$ cat config.mk
export PLATFORM = sky130hd
export DESIGN_NAME = twoscomp_seq
export DESIGN_NICKNAME = d
export VERILOG_FILES = /design/src/rtl/twoscomp_seq_pkg.sv /design/src/rtl/twoscomp_seq_shreg.sv /design/src/rtl/twoscomp_seq.sv
export SDC_FILE = /design/constraint.sdc
export NUM_CORES = 1
export LEC_CHECK = 0
export ABC_AREA = 1
export BUFFER_PORTS_ARGS = -buffer_cell sky130_fd_sc_hd__buf_2
export CORE_UTILIZATION = 40
export CTS_BUF_LIST = sky130_fd_sc_hd__clkbuf_8 sky130_fd_sc_hd__clkbuf_16
export CTS_CLUSTER_DIAMETER = 40
export CTS_CLUSTER_SIZE = 12
export DETAILED_ROUTE_END_ITERATION = 6
export PLACE_DENSITY = 0.66
export SETUP_SLACK_MARGIN = 0.02
export SKIP_CTS_REPAIR_TIMING = 1
export SYNTH_ARGS = -nofsm -noshare
export SYNTH_HDL_FRONTEND = slang
export SYNTH_SLANG_ARGS = --single-unit
$ cat constraint.sdc
create_clock -name clk -period 2 [get_ports clk]
set_clock_uncertainty 0.1 [all_clocks]
set_input_delay 0.4 -clock clk [delete_from_list [all_inputs] [get_ports clk]]
set_output_delay 0.4 -clock clk [all_outputs]
set_load 0.01 [all_outputs]
$ cat src/rtl/twoscomp_seq_pkg.sv
// Shared definitions for the twoscomp_seq block.
//   state_t   : controller state encoding (IDLE, CLR, SHIFT, DONE)
//   WIDTH_DEF : default operand word width in bits
package twoscomp_seq_pkg;

  localparam int WIDTH_DEF = 8;

  typedef enum logic [1:0] {
    IDLE  = 2'd0,
    CLR   = 2'd1,
    SHIFT = 2'd2,
    DONE  = 2'd3
  } state_t;

endpackage

$ cat src/rtl/twoscomp_seq_shreg.sv
// Operand/result registers and bit counter for twoscomp_seq.
// The operand is held unshifted so the full word stays available while the
// result is assembled bit by bit from the serial unit's response.
// Ports:
//   clk, reset : clock and synchronous active-high reset
//   load       : latch din as the new operand and clear the bit counter
//   din        : operand word
//   shift_en   : one serial step; capture ser_out into result bit k
//   ser_out    : serial result bit from the external unit
//   ser_bit    : operand bit k, the current serial operand bit
//   operand    : latched operand word
//   result     : assembled result word
//   done       : asserted during the last serial step (k = WIDTH-1)
module twoscomp_seq_shreg
  import twoscomp_seq_pkg::*;
#(
  parameter int WIDTH = WIDTH_DEF
) (
  input  logic             clk,
  input  logic             reset,
  input  logic             load,
  input  logic [WIDTH-1:0] din,
  input  logic             shift_en,
  input  logic             ser_out,
  output logic             ser_bit,
  output logic [WIDTH-1:0] operand,
  output logic [WIDTH-1:0] result,
  output logic             done
);

  localparam int            CW   = (WIDTH > 1) ? $clog2(WIDTH) : 1;
  localparam logic [CW-1:0] LAST = CW'(WIDTH - 1);

  logic [CW-1:0] cnt;

  assign done    = shift_en && (cnt == LAST);
  assign ser_bit = operand[cnt];

  // NOTE: every register here uses <= so all updates see pre-edge values;
  // reset is tested first inside the clocked block, making it synchronous.
  always_ff @(posedge clk) begin
    if (reset) begin
      operand <= '0;
      result  <= '0;
      cnt     <= '0;
    end else if (load) begin
      operand <= din;
      cnt     <= '0;
    end else if (shift_en) begin
      result[cnt] <= ser_out;
      cnt         <= done ? '0 : cnt + CW'(1);
    end
  end

endmodule

$ cat src/rtl/twoscomp_seq.sv
// Word-level wrapper around an external bit-serial two's-complement unit.
// A request word is accepted, the serial unit is cleared for one cycle, the
// operand is streamed LSB first while the unit's same-cycle response is
// collected, and the negated word is presented with a valid/ready handshake.
// Optional feature: define TWOSCOMP_SEQ_OVF_EN to add the ovf output, which
// flags the most negative operand (its negation overflows).
// Ports:
//   clk, reset          : clock, synchronous active-high reset
//   in_valid, in_ready  : request handshake; din is the operand
//   ser_rst             : clear to the serial unit (reset or CLR state)
//   ser_in, ser_out     : serial operand bit out, serial result bit in
//   dout                : result word
//   out_valid, out_ready: result handshake
//   busy                : high in every state except IDLE
//   ovf                 : (TWOSCOMP_SEQ_OVF_EN only) overflow flag in DONE
module twoscomp_seq
  import twoscomp_seq_pkg::*;
#(
  parameter int WIDTH = WIDTH_DEF
) (
  input  logic             clk,
  input  logic             reset,
  input  logic             in_valid,
  output logic             in_ready,
  input  logic [WIDTH-1:0] din,
  output logic             ser_rst,
  output logic             ser_in,
  input  logic             ser_out,
  output logic [WIDTH-1:0] dout,
  output logic             out_valid,
  input  logic             out_ready,
  output logic             busy
`ifdef TWOSCOMP_SEQ_OVF_EN
  ,
  output logic             ovf
`endif
);

  state_t           state;
  logic             load;
  logic             shift_en;
  logic             ser_bit;
  logic             done;
  logic [WIDTH-1:0] operand;

  // Reset gates in_ready combinationally so no request is seen as accepted
  // while the block is held in reset.
  assign in_ready = (state == IDLE) && !reset;
  assign load     = in_ready && in_valid;
  assign shift_en = (state == SHIFT);
  assign ser_rst  = reset || (state == CLR);
  assign ser_in   = shift_en ? ser_bit : 1'b0;

  twoscomp_seq_shreg #(
    .WIDTH(WIDTH)
  ) u_shreg (
    .clk     (clk),
    .reset   (reset),
    .load    (load),
    .din     (din),
    .shift_en(shift_en),
    .ser_out (ser_out),
    .ser_bit (ser_bit),
    .operand (operand),
    .result  (dout),
    .done    (done)
  );

`ifdef TWOSCOMP_SEQ_OVF_EN
  localparam logic [WIDTH-1:0] MOST_NEG = {1'b1, {(WIDTH-1){1'b0}}};
`endif

  always_ff @(posedge clk) begin
    if (reset) begin
      state     <= IDLE;
      out_valid <= 1'b0;
      busy      <= 1'b0;
`ifdef TWOSCOMP_SEQ_OVF_EN
      ovf       <= 1'b0;
`endif
    end else begin
      unique case (state)
        IDLE: begin
          if (load) begin
            state <= CLR;
            busy  <= 1'b1;
          end
        end
        CLR: begin
          state <= SHIFT;
        end
        SHIFT: begin
          if (done) begin
            state     <= DONE;
            out_valid <= 1'b1;
`ifdef TWOSCOMP_SEQ_OVF_EN
            ovf       <= (operand == MOST_NEG);
`endif
          end
        end
        DONE: begin
          // Handoff takes a full edge; IDLE then needs its own cycle before
          // the next accept, which fixes the accept spacing at WIDTH+3.
          if (out_ready) begin
            state     <= IDLE;
            out_valid <= 1'b0;
            busy      <= 1'b0;
`ifdef TWOSCOMP_SEQ_OVF_EN
            ovf       <= 1'b0;
`endif
          end
        end
        default: begin
          state <= IDLE;
        end
      endcase
    end
  end

endmodule
==> results of run 1 <==
[area by class of cell]
class	instances	share of cell area (%)
tap	30	2.94
multi-input combinational	94	41.5
sequential	23	36.1
clock inverter	1	0.294
clock buffer	3	3.23
inverter	21	6.16
timing repair buffer	25	9.78
[through the flow]
stage / setup slack, ps / cell area, um2 / hold WS (ps)
after floorplan: 519 / 1070 / 343
after global placement: 365 / 1220 / 360
after detailed placement: 355 / 1220 / 355
after CTS: 56.0 / 1270 / 247
after global routing: 38.2 / 1280 / 254
final: 176 / 1280 / 252
[cell families after synthesis]
logic type	Yosys count	share of synthesized area (%)
DFF	23	43.1
and+or+nand+nor	54	22.5
buffers and inverters	23	8.09
adders and majority gates	6	7.03
AOI/OAI and AO/OA	34	19.2
[state kept, by name, indices dropped and copies added, names as in the netlist]
name	count
u_shreg.operand	8
u_shreg.result	8
out_valid	1
u_shreg.cnt	3
busy	1
state	2
[layer usage]
metal / track usage, % / up-vias
met4: 9.65 / 0
met1: 19.3 / 458
li1: - / 518
met3: 3.39 / 5
met5: 0 / -
met2: 29.4 / 14
[path summary, 6_finish.rpt]
| path | to | depth (start not counted) | start |
|---|---|---|---|
| max | ser_rst | 4 | state[1] |
| min | u_shreg.operand[0] | 2 | din[0] |
| max reg2reg | out_valid | 8 | u_shreg.cnt[1] |
| min reg2reg | u_shreg.result[3] | 2 | u_shreg.result[3] |
[synthesized netlist by cell type]
cell / n
nand3_1: 13
inv_2: 4
dfxtp_1: 23
o21ai_0: 9
a211oi_1: 1
nand2_1: 26
a22o_1: 8
o21ai_1: 4
ha_1: 6
o21bai_1: 1
clkbuf_1: 2
nand3_2: 1
nand2_2: 1
clkinv_1: 1
a21oi_1: 11
nor2_4: 1
inv_1: 16
or2_2: 1
and3_1: 1
nor2_1: 10
[critical path: stages (launching register included)]
cell     delay, ps
dfxtp_1        390
inv_1           80
ha_1           180
or2_2          270
buf_2          140
[power groups by stage]
stage / registers [mW] / logic (mW) / clock network, mW
final: 0.597 / 0.479 / 0.284
after global routing: 0.609 / 0.537 / 0.308
after CTS: 0.595 / 0.478 / 0.293
after detailed placement: 0.604 / 0.474 / 0
after global placement: 0.602 / 0.463 / 0
after floorplan: 0.598 / 0.349 / 0
==> results.md, run 1 <==
- Status: finished clean
- MaxCap Viol Count: 0
- Critical path fanouts, max: 4
- Clk pwr share: roughly a fifth
- Largest net degree at the start of global routing: 13
- DR iter-0 viols: 9
- Worst skew pair latency: between 200 and 300 ps
- Area Growth Syn to Fin: 19.8%
- Total CTS buffers: 3
- Initial antenna violation count: 0
- Sequential area share after synthesis: 43.1%
- Multi-input logic area: 531 um2
- TritonCTS Sinks: 23
- Startpoint types: flop
- GRT Total Usage: 17.0%
- Synth Net Count: 159
- Final Hold Viols: 0
- Synthesized instance count: 140
- Netlist cell types: 20
- Flop pwr share: 43.9%
- Hold/Removal Path Class: input pin to flop
- Die width: approximately 54 um
- Initial core utilization: 42.7%
- Setup TNS: 0 ps
- Remaining DRCs: 0
- Final non-filler cell total: 197
- Row count: 18
- Routed wl met3: 61 um
- CTS tree: done
- Final worst-path cycle share: between 90 and 100%
- Buffer depth of the longest clock path: 2
- Synth top area cells: dfxtp_1 43%, nand2_1 9.1%, ha_1 7.0%
- Layout Nets: 187
- Slew margin rel.: 78.6%
- Syn Std Cell Area: roughly 0.0011 mm2
- Placed Cells: 193
- Switching share of power: 37.1%
- Int Pwr: 0.856 mW
- Die Y: 53.7 um
- Reg2reg setup slack: 410 ps
- Gr ovfl total: 0
- Fin crit period: 1820 ps
- RSZ-0062 raised after global routing: false
- Final Core Density: between 50% and 60%
- Global-route wire length before repair: 3460 um
- I/O pin total: 26
- Power Total: 1.36 mW
- CP Capture Type: output pin
- PwrDens: 1060 mW/mm2
- H-tree levels: 1
- Fin. max-slew vios: 0
- Most common cell after layout, fill and taps aside: nand2_1
- Top layer in use: met4
- Critical Path RT: 1500 ps
- Clock Tree Root: clkbuf_8
- Post-synth top area cell: dfxtp_1
- Final wirelength: around 2300 um
- Commonest cells after routing, fill and taps aside: 26 x nand2_1, 25 x buf_2, 22 x dfxtp_1
- Yosys reg bits: 23
- Dpl hpwl: 1740 um
- ANT cells: 0
- Max IR drop VDD: 0.533 mV
- Detailed-route via count: roughly 1000
- Combinational Power Share: between 30% and 40%
- Worst EP arrival: 1320 ps
- Worst slew pin tran: 320 ps
- Layout cells sized above 1: 23.4%
- TritonRoute pass-1 iters: 4
- Die area: 0.00288 mm2
- Peak Freq: ~550 MHz
- Routed Antenna Nets: 0
- Synth top area share: 43.1%
- Core area: 0.00250 mm2
- Synth warn: 0
- Met2 Wirelength: 1100 um
- Setup violators final: 0
- Vias per cell: 5.05
- IO Port Bufs: 25
- Critical path type: flop to output pin
- NetSw: 0.505 mW
- Clk pin slew, worst setup/hold paths: 80 ps
- Wl on met1: 1080 um
- Placer Congestion: between 0.8 and 0.9
- Vias in the first global route: 874
- Pleak: 0.633 nW
- Per-cell routed wire length: approximately 12 um
- Seq. cell area: 462 um2
- Fill count: 245
- Mapped Avg Cell Area: ~7.6 um2
No activity file was read; power rests on OpenSTA's default activity.
==> run 2: changes to the inputs <==
--- a/config.mk
+++ b/config.mk
@@ -6,5 +6,5 @@
 export NUM_CORES = 1
 export LEC_CHECK = 0
-export ABC_AREA = 1
+export ABC_AREA = 0
 export BUFFER_PORTS_ARGS = -buffer_cell sky130_fd_sc_hd__buf_2
 export CORE_UTILIZATION = 40
@@ -13,5 +13,5 @@
 export CTS_CLUSTER_SIZE = 12
 export DETAILED_ROUTE_END_ITERATION = 6
-export PLACE_DENSITY = 0.66
+export PLACE_DENSITY = 0.65
 export SETUP_SLACK_MARGIN = 0.02
 export SKIP_CTS_REPAIR_TIMING = 1
==> constraint.sdc (replaced) <==
create_clock -name clk -period 2 [get_ports clk]
set_clock_uncertainty 0.1 [all_clocks]
set_input_delay 0.4 -clock clk [delete_from_list [all_inputs] [get_ports clk]]
set_output_delay 0.4 -clock clk [all_outputs]
set_load 0.005 [all_outputs]
==> run 2 against run 1 <==
Non-clock buffer count grew 4. Synthesized area increased by 9.7%. Synthesized cell count fell by 8.6%. Register-to-register slack got worse by 80 ps. Die area rose by 9.4%. Total power down 5.3%. Maximum frequency down 5.7%. Via count is 5.2% lower.
==> results.md, run 2 <==
- Finished Cell Area: 0.00138 mm2
- Pleak: about 0.60 nW
- Vias per cell: 5.15
- Routed Antenna Nets: 0
- Mapped Avg Cell Area: just over 9 um2
- Fin. max-slew vios: 0
- Critical path fanouts, max: 4
- Final wirelength: 2230 um
- Critical path type: flop to output pin
- Power Total: 1.29 mW
- Post-synth top area cell: dfxtp_1
- Initial core utilization: 42.5%
- Largest net degree at the start of global routing: 19
- CP max-delay cell: mux4_2
- Worst EP arrival: roughly 1400 ps
- H-tree levels: 1
- Initial antenna violation count: 0
- Number of synthesized flops with an enable pin: 0
- Die area: 0.00315 mm2
- Final non-filler cell total: 183
- Detailed-route via count: 943
- Clk pin slew, worst setup/hold paths: about 80 ps
- Placed Cells: 179
- Max IR drop VDD: 0.446 mV
- Remaining DRCs: 0
- TritonRoute pass-1 iters: 4
- Worst skew pair latency: roughly 250 ps
- CP Capture Type: output pin
- Final worst-path cycle share: 96.7%
- Per-cell routed wire length: 12.2 um
- I/O pin total: 26
- Most common cell after layout, fill and taps aside: buf_2
- GRT Total Usage: 14.9%
- Cell family with most CP delay: multiplexers
- Top cells by count, synth: 23 x dfxtp_1, 20 x nand2_1, 11 x mux2i_1
- Buffers & Inverters on Critical Path: 1
- Primary FF master, synth: dfxtp_1
- Critical Path RT: 1500 ps
- CTS tree: done
- Synth async-reset ratio: 0%
- Worst slew pin tran: approximately 410 ps
- Total CTS buffers: 3
- Final Hold Viols: 0
- Synth top area share: 39.3%
- Layout Nets: about 170
- Die Y: 56.1 um
- Commonest cells after routing, fill and taps aside: 25 x buf_2, 20 x nand2_1, 20 x dfxtp_1
- TritonCTS Sinks: 23
- DP Area: around 0.0013 mm2
- Fin worst setup slack: 65.5 ps
- Hold/Removal Path Class: input pin to flop
- Core area: 0.00276 mm2
- Sequential area share after synthesis: 39.3%
- Gr ovfl total: 0
- Status: finished clean
- Syn Std Cell Area: 0.00117 mm2
- DR iter-0 viols: 20
- Biggest registers after layout: u_shreg.operand (8), u_shreg.result (8), u_shreg.cnt (3)
- Global-route wire length before repair: 3860 um
- Synth warn: 0
- PwrDens: 937 mW/mm2
- Slew margin rel.: between 70% and 80%
- Startpoint types: flop
- Post-Place Worst Slack: 276 ps
- IO Port Bufs: 25
- Dpl hpwl: 1670 um
- Buffer depth of the longest clock path: 2
- Placer Congestion: 0.747
- Die width: 56.1 um
- RSZ-0062 raised after global routing: false
- Yosys reg bits: 23
- MaxCap Viol Count: 0
- Setup violators final: 0
- Row count: 19
- Peak Freq: 517 MHz
- Netlist cell types: 29
- Synthesized instance count: 128
- Fill count: 270
- Clock Tree Root: clkbuf_8
- Synth top area cells: dfxtp_1 39%, mux2i_1 9.4%, ha_1 6.4%
- Count leader, synth: dfxtp_1
- CP Cell Sequence: mux4_2 > nor2_2 > a311oi_2 > buf_2
- Layout cells sized above 1: 31.6%
- ANT cells: 0
- Area Growth Syn to Fin: 17.4%
- Vias in the first global route: 882
- Synth Net Count: 147
- Worst hold margin: 271 ps
- Fin crit period: just under 2000 ps
- CP max stage delay: 510 ps
## run 2: path summary, 6_finish.rpt
| path | from | to | slack (ps) | cells after the start |
|---|---|---|---|---|
| worst max-delay path | u_shreg.cnt[1] | ser_in | 70 | 4 |
| worst min-delay path | din[0] | u_shreg.operand[0] | 270 | 3 |
| worst max register to register | u_shreg.cnt[1] | out_valid | 330 | 6 |
| worst min register to register | u_shreg.operand[2] | u_shreg.operand[2] | 360 | 2 |
## run 2: final cells by class
class / count / area [um2] / share of cell area [%]
inverter: 5 / 18.8 / 1.36
sequential: 23 / 467 / 33.9
clock inverter: 1 / 5.00 / 0.364
clock buffer: 3 / 41.3 / 3.00
tap: 31 / 38.8 / 2.82
multi-input combinational: 91 / 646 / 47.0
timing repair buffer: 29 / 159 / 11.6
## run 2: per-layer routing
layer | part of all wire (%) | vias to the layer above | global-route usage, %
met3 | 3.4 | 2 | 2.09
met2 | 46 | 19 | 25.2
met5 | 0 | - | 0
li1 | - | 485 | -
met1 | 50 | 437 | 20.2
met4 | 0.58 | 0 | 3.14
## run 2: logic make-up after synthesis
| group | share of synthesized area, % |
|---|---|
| AND/OR/NAND/NOR | 25.6 |
| flip-flops | 39.3 |
| AO/OA/AOI/OAI | 9.94 |
| buffers and inverters | 6.41 |
| multiplexers | 12.3 |
| adder cells (fa/ha/maj) | 6.41 |
## run 2: worst register-to-register path: stages (launching register included)
cell and delay [ps]:
dfxtp_4 370, buf_4 170, ha_1 190, ha_1 220
or2_2 280, a32oi_1 190, nor2_1 50
## run 2: report_power, final
part	switching, mW	total (mW)	internal (mW)
Combinational	0.241	0.433	0.191
Sequential	0.0547	0.575	0.520
Clock	0.142	0.280	0.139
## run 2: per-stage QoR
step / TNS (ps) / util, %
floorplan: 0 / -
global placement: 0 / 47.5
detailed placement: 0 / 47.5
CTS: -19.2 / 49.1
global route: 0 / 49.9
finish: 0 / 49.9
